==> src/rtl/pll_lock_supervisor_pkg.sv <==
// Shared clock/reset definitions: FSM state encoding and default hold times.
package pll_lock_supervisor_pkg;

    typedef enum logic [1:0] {
        WAIT_LOCK = 2'd0,
        QUALIFY   = 2'd1,
        RUN       = 2'd2,
        HOLD      = 2'd3
    } pll_state_e;

    localparam int unsigned DEFAULT_LOCK_HOLD  = 1024;
    localparam int unsigned DEFAULT_RESET_HOLD = 16;

    // Larger of two unsigned values, used to size the shared hold counter.
    function automatic int unsigned max_u(input int unsigned a, input int unsigned b);
        return (a > b) ? a : b;
    endfunction

endpackage

==> src/rtl/pll_lock_supervisor_sync_bit.sv <==
// N-stage single-bit synchronizer with asynchronous active-low clear to 0.
module sync_bit #(
    parameter int unsigned STAGES = 2
) (
    input  logic clk_i,
    input  logic rst_ni,
    input  logic d_i,
    output logic q_o
);

    logic [STAGES-1:0] sync_q;

    // Shift the asynchronous input through the flop chain; bit 0 is the first stage.
    always_ff @(posedge clk_i or negedge rst_ni) begin
        if (!rst_ni) begin
            sync_q <= '0;
        end else begin
            sync_q <= {sync_q[STAGES-2:0], d_i};
        end
    end

    assign q_o = sync_q[STAGES-1];

endmodule

==> src/rtl/pll_lock_supervisor.sv <==
// Qualifies the PLL lock flag and generates the glitch-free system reset.
// rst_out only deasserts after lock_s has been high for LOCK_HOLD consecutive
// cycles; every loss of lock in RUN holds reset for at least RESET_HOLD cycles
// and bumps a saturating loss counter.
module pll_lock_supervisor
    import pll_lock_supervisor_pkg::*;
#(
    parameter int unsigned SYNC_STAGES = 2,
    parameter int unsigned LOCK_HOLD   = DEFAULT_LOCK_HOLD,
    parameter int unsigned RESET_HOLD  = DEFAULT_RESET_HOLD,
    parameter int unsigned CNT_W       = 8
) (
    input  logic             clk,
    input  logic             reset_n,
    input  logic             lock_in,
    input  logic             clear_count,
    output logic             rst_out,
    output logic             ready,
    output logic             loss_pulse,
    output logic [CNT_W-1:0] loss_count
);

    localparam int unsigned HOLD_W = $clog2(max_u(LOCK_HOLD, RESET_HOLD) + 1);
    localparam logic [HOLD_W-1:0] LOCK_LAST  = HOLD_W'(LOCK_HOLD - 1);
    localparam logic [HOLD_W-1:0] RESET_LAST = HOLD_W'(RESET_HOLD - 1);
    localparam logic [HOLD_W-1:0] HOLD_ONE   = HOLD_W'(1);
    localparam logic [CNT_W-1:0]  LOSS_ONE   = CNT_W'(1);

    logic              lock_s;
    pll_state_e        state_q, state_d;
    logic [HOLD_W-1:0] cnt_q, cnt_d;
    logic              rst_q, rst_d;
    logic              pulse_q, pulse_d;
    logic [CNT_W-1:0]  loss_cnt_q, loss_cnt_d;
    logic [CNT_W-1:0]  loss_base;

    sync_bit #(
        .STAGES(SYNC_STAGES)
    ) u_lock_sync (
        .clk_i (clk),
        .rst_ni(reset_n),
        .d_i   (lock_in),
        .q_o   (lock_s)
    );

    // Next-state logic: qualify lock, run, and stretch reset after a loss.
    always_comb begin
        state_d = state_q;
        cnt_d   = cnt_q;
        pulse_d = 1'b0;
        case (state_q)
            WAIT_LOCK: begin
                if (lock_s) begin
                    state_d = QUALIFY;
                    cnt_d   = '0;
                end
            end
            QUALIFY: begin
                // Any dropout restarts qualification from zero.
                if (!lock_s) begin
                    state_d = WAIT_LOCK;
                    cnt_d   = '0;
                end else if (cnt_q == LOCK_LAST) begin
                    state_d = RUN;
                    cnt_d   = '0;
                end else begin
                    cnt_d = cnt_q + HOLD_ONE;
                end
            end
            RUN: begin
                if (!lock_s) begin
                    state_d = HOLD;
                    cnt_d   = '0;
                    pulse_d = 1'b1;
                end
            end
            HOLD: begin
                // Reset stretch ignores lock_s entirely.
                if (cnt_q == RESET_LAST) begin
                    state_d = WAIT_LOCK;
                    cnt_d   = '0;
                end else begin
                    cnt_d = cnt_q + HOLD_ONE;
                end
            end
            default: begin
                state_d = WAIT_LOCK;
                cnt_d   = '0;
            end
        endcase
    end

    // Output next values: reset from the next state, loss counter with clear-then-count.
    always_comb begin
        rst_d      = (state_d != RUN);
        loss_base  = clear_count ? '0 : loss_cnt_q;
        loss_cnt_d = loss_base;
        if (pulse_d && (loss_base != {CNT_W{1'b1}})) begin
            loss_cnt_d = loss_base + LOSS_ONE;
        end
    end

    // State, counter and registered outputs.
    always_ff @(posedge clk or negedge reset_n) begin
        if (!reset_n) begin
            state_q    <= WAIT_LOCK;
            cnt_q      <= '0;
            rst_q      <= 1'b1;
            pulse_q    <= 1'b0;
            loss_cnt_q <= '0;
        end else begin
            state_q    <= state_d;
            cnt_q      <= cnt_d;
            rst_q      <= rst_d;
            pulse_q    <= pulse_d;
            loss_cnt_q <= loss_cnt_d;
        end
    end

    assign rst_out    = rst_q;
    assign ready      = !rst_q;
    assign loss_pulse = pulse_q;
    assign loss_count = loss_cnt_q;

endmodule
==> config.mk <==
export PLATFORM = sky130hd
export DESIGN_NAME = pll_lock_supervisor
export DESIGN_NICKNAME = d
export VERILOG_FILES = /design/src/rtl/pll_lock_supervisor_pkg.sv /design/src/rtl/pll_lock_supervisor_sync_bit.sv /design/src/rtl/pll_lock_supervisor.sv
export SDC_FILE = /design/constraint.sdc
export NUM_CORES = 1
export LEC_CHECK = 0
export BUFFER_PORTS_ARGS = -buffer_cell sky130_fd_sc_hd__buf_2
export CAP_MARGIN = 20
export CORE_MARGIN = 2
export CORE_UTILIZATION = 40
export DETAILED_ROUTE_END_ITERATION = 8
export GPL_TIMING_DRIVEN = 0
export PLACE_DENSITY_LB_ADDON = 0.15
export SYNTH_ARGS = -nofsm -noshare
export SYNTH_HDL_FRONTEND = slang
export SYNTH_SLANG_ARGS = --single-unit
==> constraint.sdc <==
create_clock -name clk -period 2.56 [get_ports clk]
set_input_delay 0.512 -clock clk [delete_from_list [all_inputs] [get_ports clk]]
set_output_delay 0.512 -clock clk [all_outputs]
set_load 0.05 [all_outputs]
==> flow_metrics.env, run 1 <==
export IMPL_synth_mux_area_share_pct=2.23
export IMPL_irDropWorstVdd_uv=270
export IMPL_syn_cell_area_sq_um=1410
export IMPL_finalWirelength_um=2900
export IMPL_first_pass_iters=4
export IMPL_crit_path_end_kind="flop"
export IMPL_cpLargestDelayFamily="compound AO/OA/AOI/OAI gates"
export IMPL_syn_nets=154
export IMPL_status="finished clean"
export IMPL_rr_startpoint="loss_count[0]$_DFF_PN0_"
export IMPL_clk_latency_ns=0.32
export IMPL_n_antenna_cell=0
export IMPL_post_cts_buffers=0
export IMPL_clockBufferDepth=2
export IMPL_final_util_pct=46.4
export IMPL_routedWlPerCell_um=13.7
export IMPL_drtAntennaViolNets=0
export IMPL_cp_required_ns=2.79
export IMPL_r2r_end="loss_count[1]$_DFF_PN0_"
export IMPL_rrSetupSlack_ns=0.51
export IMPL_route_detailed_drc=0
export IMPL_arrival_ns=2.27
export IMPL_numCtsBuffers=3
export IMPL_synthXorXnorAreaFrac_pct=3.74
export IMPL_holdWs_ns=0.160
export IMPL_grt_overflow=0
export IMPL_synth_top_family_by_area="simple AND/OR/NAND/NOR gates"
export IMPL_async_flop_share_pct=100
export IMPL_pin_count=15
export IMPL_start_kind="flop"
export IMPL_dpl_cell_area_sq_um=1530
export IMPL_critPathBufInv=1
export IMPL_preCtsSetupSlack_ns=0.186
export IMPL_fin_ws_ns=0.512
export IMPL_cp_cell_sequence="nor2b_1 > ha_1 > nand3b_1 > o41ai_1 > buf_6 > mux2_2"
export IMPL_rows=21
export IMPL_tightestPinTransition_ns=0.610
export IMPL_critPathKind="reg -> reg"
export IMPL_grt_max_degree=26
export IMPL_max_stage_delay_ns=0.46
export IMPL_ff_latch_area_sq_um=627
export IMPL_syn_avg_cell_area_sq_um=9.49
export IMPL_die_y_um=63.3
export IMPL_multiInputGateArea_sq_um=712
export IMPL_yosys_warnings=0
export IMPL_grt_pass1_vias=1195
export IMPL_setup_tns_ns=0
export IMPL_synth_seq_cells=25
export IMPL_synth_edff_count=0
export IMPL_portBuffers=14
export IMPL_place_gp_congestion=0.868
export IMPL_antenna_found_initial=0
export IMPL_slew_viol_final=0
export IMPL_yosysSeqAreaShare_pct=44.6
export IMPL_grt_setup_unrepaired="false"
export IMPL_synth_adder_area_share_pct=1.78
export IMPL_grt_pass1_wl_um=5230
export IMPL_die_width_um=63.3
export IMPL_max_slew_margin_pct=59.1
export IMPL_hold_buffers=0
export IMPL_ctsRootBufferMaster="clkbuf_4"
export IMPL_finClkSkew_ns=0.00234
export IMPL_period_needed_ns=2.05
export IMPL_htree_levels=1
export IMPL_cts_repair_resized=0
export IMPL_r2r_cells=6
export IMPL_nFillCells=346
export IMPL_hold_path_class="in -> async"
export IMPL_power_density_nw_per_um2=400
export IMPL_area_growth_pct=11.0
export IMPL_leakagePower_nw=0.628
export IMPL_cts_tree="yes"
export IMPL_via_count=1208
export IMPL_drive_gt1_share_pct=16.3
export IMPL_setup_viol=0
export IMPL_synth_distinct_cells=40
export IMPL_layout_common_cells="dfrtp_1, buf_2, o21ai_0"
export IMPL_yosysTopAreaCell="dfrtp_1"
export IMPL_via_per_inst=5.70
export IMPL_core_area_sq_um=3360
export IMPL_finalCritPeriodShare_pct=80.0
export IMPL_grt_usage_pct=16.3
export IMPL_layout_commonest_cell="dfrtp_1"
export IMPL_fmax_ghz=0.488
export IMPL_postLayoutCellArea_sq_um=1560
export IMPL_netlist_top_cells_area="dfrtp_1, a211oi_1, o21ai_0, nand3_1, nor3_1"
export IMPL_synth_compound_area_share_pct=17.3
export IMPL_dpl_hpwl_um=2090
export IMPL_synthSimpleGateAreaFrac_pct=25.6
export IMPL_synthCells=148
export IMPL_final_nets=173
export IMPL_drtIter0Drc=62
export IMPL_clk_pin_slew_ns=0.13
export IMPL_finalHoldViolCount=0
export IMPL_crit_path_top_delay_cell="o41ai_1"
export IMPL_dieArea_sq_um=4000
export IMPL_ys_dominant_reg_cell="dfrtp_1"
export IMPL_initial_utilization_pct=41.8
export IMPL_drv_cap=0
export IMPL_netlist_area_leader_share_pct=42.7
export IMPL_crit_fanout=10
export IMPL_cts_sinks=25
-- worst register-to-register path, delay by kind of cell, from the launching register on --
kind	cells	cell delay (ns)
fa+ha+maj	1	0.22
mux	1	0.33
compound gates	1	0.46
simple gates	2	0.34
flops	1	0.39
buf+inv	1	0.21
-- routing by layer --
layer	wire length (um)	global-route usage, %	vias up
li1	-	-	586
met1	1270	19.5	566
met2	1410	28.2	45
met3	151	3.93	11
met4	68	6.25	0
met5	0	0	-
-- metrics by stage --
stage / total power [W] / cells
5_1_grt: 0.000655 / 212
4_1_cts: 0.000635 / 212
3_5_place_dp: 0.000450 / 208
2_1_floorplan: 0.000431 / 148
6_report: 0.000624 / 212
3_3_place_gp: 0.000449 / 208
-- sequential cells by signal, summed over array words and instances (netlist names) --
name	flops
rst_out	1
u_lock_sync.sync_q	2
cnt_q	11
state_q	2
loss_pulse	1
loss_count	8
-- Yosys cell counts, drive strengths merged, types with 2 or more instances --
| cell | number |
|---|---|
| ha | 2 |
| o31ai | 4 |
| nor3 | 8 |
| nor4 | 2 |
| nor2b | 2 |
| nand2 | 6 |
| nand3b | 3 |
| a31oi | 2 |
| xor2 | 2 |
| nor3b | 4 |
| mux2i | 2 |
| buf | 3 |
| dfrtp | 24 |
| nand4 | 3 |
| or4 | 3 |
| a21oi | 6 |
| clkbuf | 3 |
| nand3 | 10 |
| nand2b | 4 |
| a211oi | 9 |
| o21ai | 11 |
| and3 | 4 |
| nor2 | 7 |
| xnor2 | 4 |
| inv | 9 |
-- layout make-up --
type	instances	area share (%)
inverter	9	2.17
timing repair buffer	14	4.49
multi-input combinational	108	45.7
sequential	25	40.2
clock buffer	4	1.69
buffer	6	2.09
tap	46	3.69
-- worst max path at each step --
stage	startpoint	endpoint	slack (ns)	depth (start not counted)
detailed placement	clear_count	loss_count[1]$_DFF_PN0_	0.19	7
global route	cnt_q[0]$_DFFE_PN0P_	cnt_q[7]$_DFFE_PN0P_	0.36	5
floorplan	loss_count[0]$_DFF_PN0_	loss_count[1]$_DFF_PN0_	0.40	6
finish	loss_count[0]$_DFF_PN0_	loss_count[1]$_DFF_PN0_	0.51	6
CTS	loss_count[0]$_DFF_PN0_	loss_count[1]$_DFF_PN0_	0.47	6
global placement	clear_count	loss_count[1]$_DFF_PN0_	0.33	7
-- cells by family after synthesis --
| group | after synthesis |
|---|---|
| xor gates and xnor gates | 6 |
| AOI/OAI and AO/OA | 36 |
| muxes | 3 |
| buffers and inverters | 15 |
| adders and majority gates | 2 |
| DFF | 25 |
| and+or+nand+nor | 61 |
-- power by group --
group	switching, W	leakage (nW)	internal [W]
sequential	0.00000469	0.337	0.000400
combinational	0.0000254	0.276	0.0000111
clock	0.000121	0.0150	0.0000611
total	0.000151	0.628	0.000472
Power figures use the tool's default switching activity.
==> run 2: changes to the inputs <==
==> constraint.sdc (replaced) <==
create_clock -name clk -period 1.9 [get_ports clk]
set_input_delay 0.38 -clock clk [delete_from_list [all_inputs] [get_ports clk]]
set_output_delay 0.38 -clock clk [all_outputs]
set_load 0.05 [all_outputs]
==> flow_metrics.env, run 2 (synthesis gave the netlist of run 1 again) <==
export IMPL_nFillCells=333
export IMPL_crit_end="loss_count[1]$_DFF_PN0_"
export IMPL_finClkSkew_ns=0.00522
export IMPL_leakagePower_nw=0.662
export IMPL_finalHoldViolCount=0
export IMPL_crit_fanout=4
export IMPL_largest_reg_flops=11
export IMPL_rows=21
export IMPL_arrival_ns=2.09
export IMPL_max_slew_margin_pct=61.6
export IMPL_first_pass_iters=4
export IMPL_grt_usage_pct=15.8
export IMPL_htree_levels=1
export IMPL_numCtsBuffers=3
export IMPL_hold_buffers=0
export IMPL_grt_overflow=0
export IMPL_fmax_ghz=0.540
export IMPL_grt_pass1_vias=1056
export IMPL_layout_commonest_cell="dfrtp_1"
export IMPL_dpl_hpwl_um=2090
export IMPL_place_gp_congestion=0.901
export IMPL_finalCritPeriodShare_pct=97.5
export IMPL_drtAntennaViolNets=0
export IMPL_power_density_nw_per_um2=495
export IMPL_cp_required_ns=2.14
export IMPL_pin_count=15
export IMPL_tightestPinTransition_ns=0.576
export IMPL_dieArea_sq_um=4000
export IMPL_initial_utilization_pct=41.8
export IMPL_area_growth_pct=24.3
export IMPL_clk_latency_ns=0.33
export IMPL_start_kind="flop"
export IMPL_cts_sinks=25
export IMPL_route_detailed_drc=0
export IMPL_final_cells=220
export IMPL_die_y_um=63.3
export IMPL_postLayoutCellArea_sq_um=1750
export IMPL_clk_pin_slew_ns=0.15
export IMPL_cts_tree="yes"
export IMPL_via_per_inst=5.59
export IMPL_startpoint="loss_count[1]$_DFF_PN0_"
export IMPL_drv_cap=0
export IMPL_setup_tns_ns=0
export IMPL_drive_gt1_share_pct=28.7
export IMPL_preCtsSetupSlack_ns=-0.109
export IMPL_die_width_um=63.3
export IMPL_dp_cells=208
export IMPL_crit_path_end_kind="flop"
export IMPL_ff_latch_area_sq_um=629
export IMPL_holdWs_ns=0.0212
export IMPL_rr_startpoint="loss_count[1]$_DFF_PN0_"
export IMPL_r2r_end="loss_count[1]$_DFF_PN0_"
export IMPL_ctsRootBufferMaster="clkbuf_4"
export IMPL_dpl_cell_area_sq_um=1550
export IMPL_layout_common_cells="dfrtp_1, buf_2, o21ai_0"
export IMPL_irDropWorstVdd_uv=286
export IMPL_period_needed_ns=1.85
export IMPL_final_nets=181
export IMPL_n_antenna_cell=0
export IMPL_via_count=1230
export IMPL_grt_pass1_wl_um=5070
export IMPL_setup_viol=0
export IMPL_critPathKind="reg -> reg"
export IMPL_core_area_sq_um=3360
export IMPL_rrSetupSlack_ns=0.05
export IMPL_status="finished clean"
export IMPL_antenna_found_initial=0
export IMPL_drtIter0Drc=53
export IMPL_multiInputGateArea_sq_um=841
export IMPL_fin_ws_ns=0.0483
export IMPL_portBuffers=14
export IMPL_slew_viol_final=0
export IMPL_clockBufferDepth=2
export IMPL_finalWirelength_um=3110
export IMPL_routedWlPerCell_um=14.1
export IMPL_regMostFlops="cnt_q"
export IMPL_grt_max_degree=26
export IMPL_hold_path_class="in -> async"
export IMPL_r2r_cells=6
==> run 2: what timing repair did <==
item,in CTS,in global routing
setup buffers,2,4
gates cloned,1,1
pin swaps,1,4
resized for setup,3,14
endpoints found under the setup margin,10,12
==> run 2: area by class of cell <==
cell class                      instances  area share (%)
Clock inverter                          1           0.430
Sequential cell                        25            36.0
Tap cell                               46            3.30
Multi-Input combinational cell        109            48.1
Timing Repair Buffer                   21            6.88
Inverter                                9            1.93
Buffer                                  6            2.01
Clock buffer                            3            1.29
==> run 2: per-layer routing <==
layer  up-vias  GRT usage (%)  share of wire, %
met5         -              0                 0
met4         0           4.89               1.4
met3         5           2.68               2.5
met2        18           23.8                48
met1       600           23.1                49
li1        607              -                 -
==> run 2: worst max-delay path, cell delays in order, from the launching register on <==
cell,delay (ns)
dfrtp_2,0.38
nor2b_4,0.18
ha_4,0.16
nand3b_1,0.16
o41ai_4,0.34
buf_2,0.21
mux2_2,0.33
==> run 2: power by group <==
part / total [W] / internal [W] / leakage (nW) / switching [W]
registers: 0.000546 / 0.000539 / 0.334 / 0.00000711
clock network: 0.000255 / 0.0000806 / 0.0139 / 0.000175
logic: 0.0000625 / 0.0000214 / 0.314 / 0.0000411
==> run 2: how the worst min path moves through the flow <==
stage	startpoint	end	cells past startpoint
2_1_floorplan	reset_n	cnt_q[0]$_DFFE_PN0P_	0
3_3_place_gp	u_lock_sync.sync_q[0]$_DFF_PN0_	u_lock_sync.sync_q[1]$_DFF_PN0_	0
3_5_place_dp	u_lock_sync.sync_q[0]$_DFF_PN0_	u_lock_sync.sync_q[1]$_DFF_PN0_	0
4_1_cts	reset_n	loss_count[5]$_DFF_PN0_	1
5_1_grt	reset_n	loss_count[6]$_DFF_PN0_	1
6_report	reset_n	loss_count[6]$_DFF_PN0_	1
==> run 2: metrics by stage <==
step                      utilization [%]  total power (W)
after floorplan                         -         0.000581
after global placement               46.2         0.000607
after detailed placement             46.2         0.000608
after CTS                            48.2         0.000870
after global routing                 51.9         0.000911
final                                51.9         0.000864
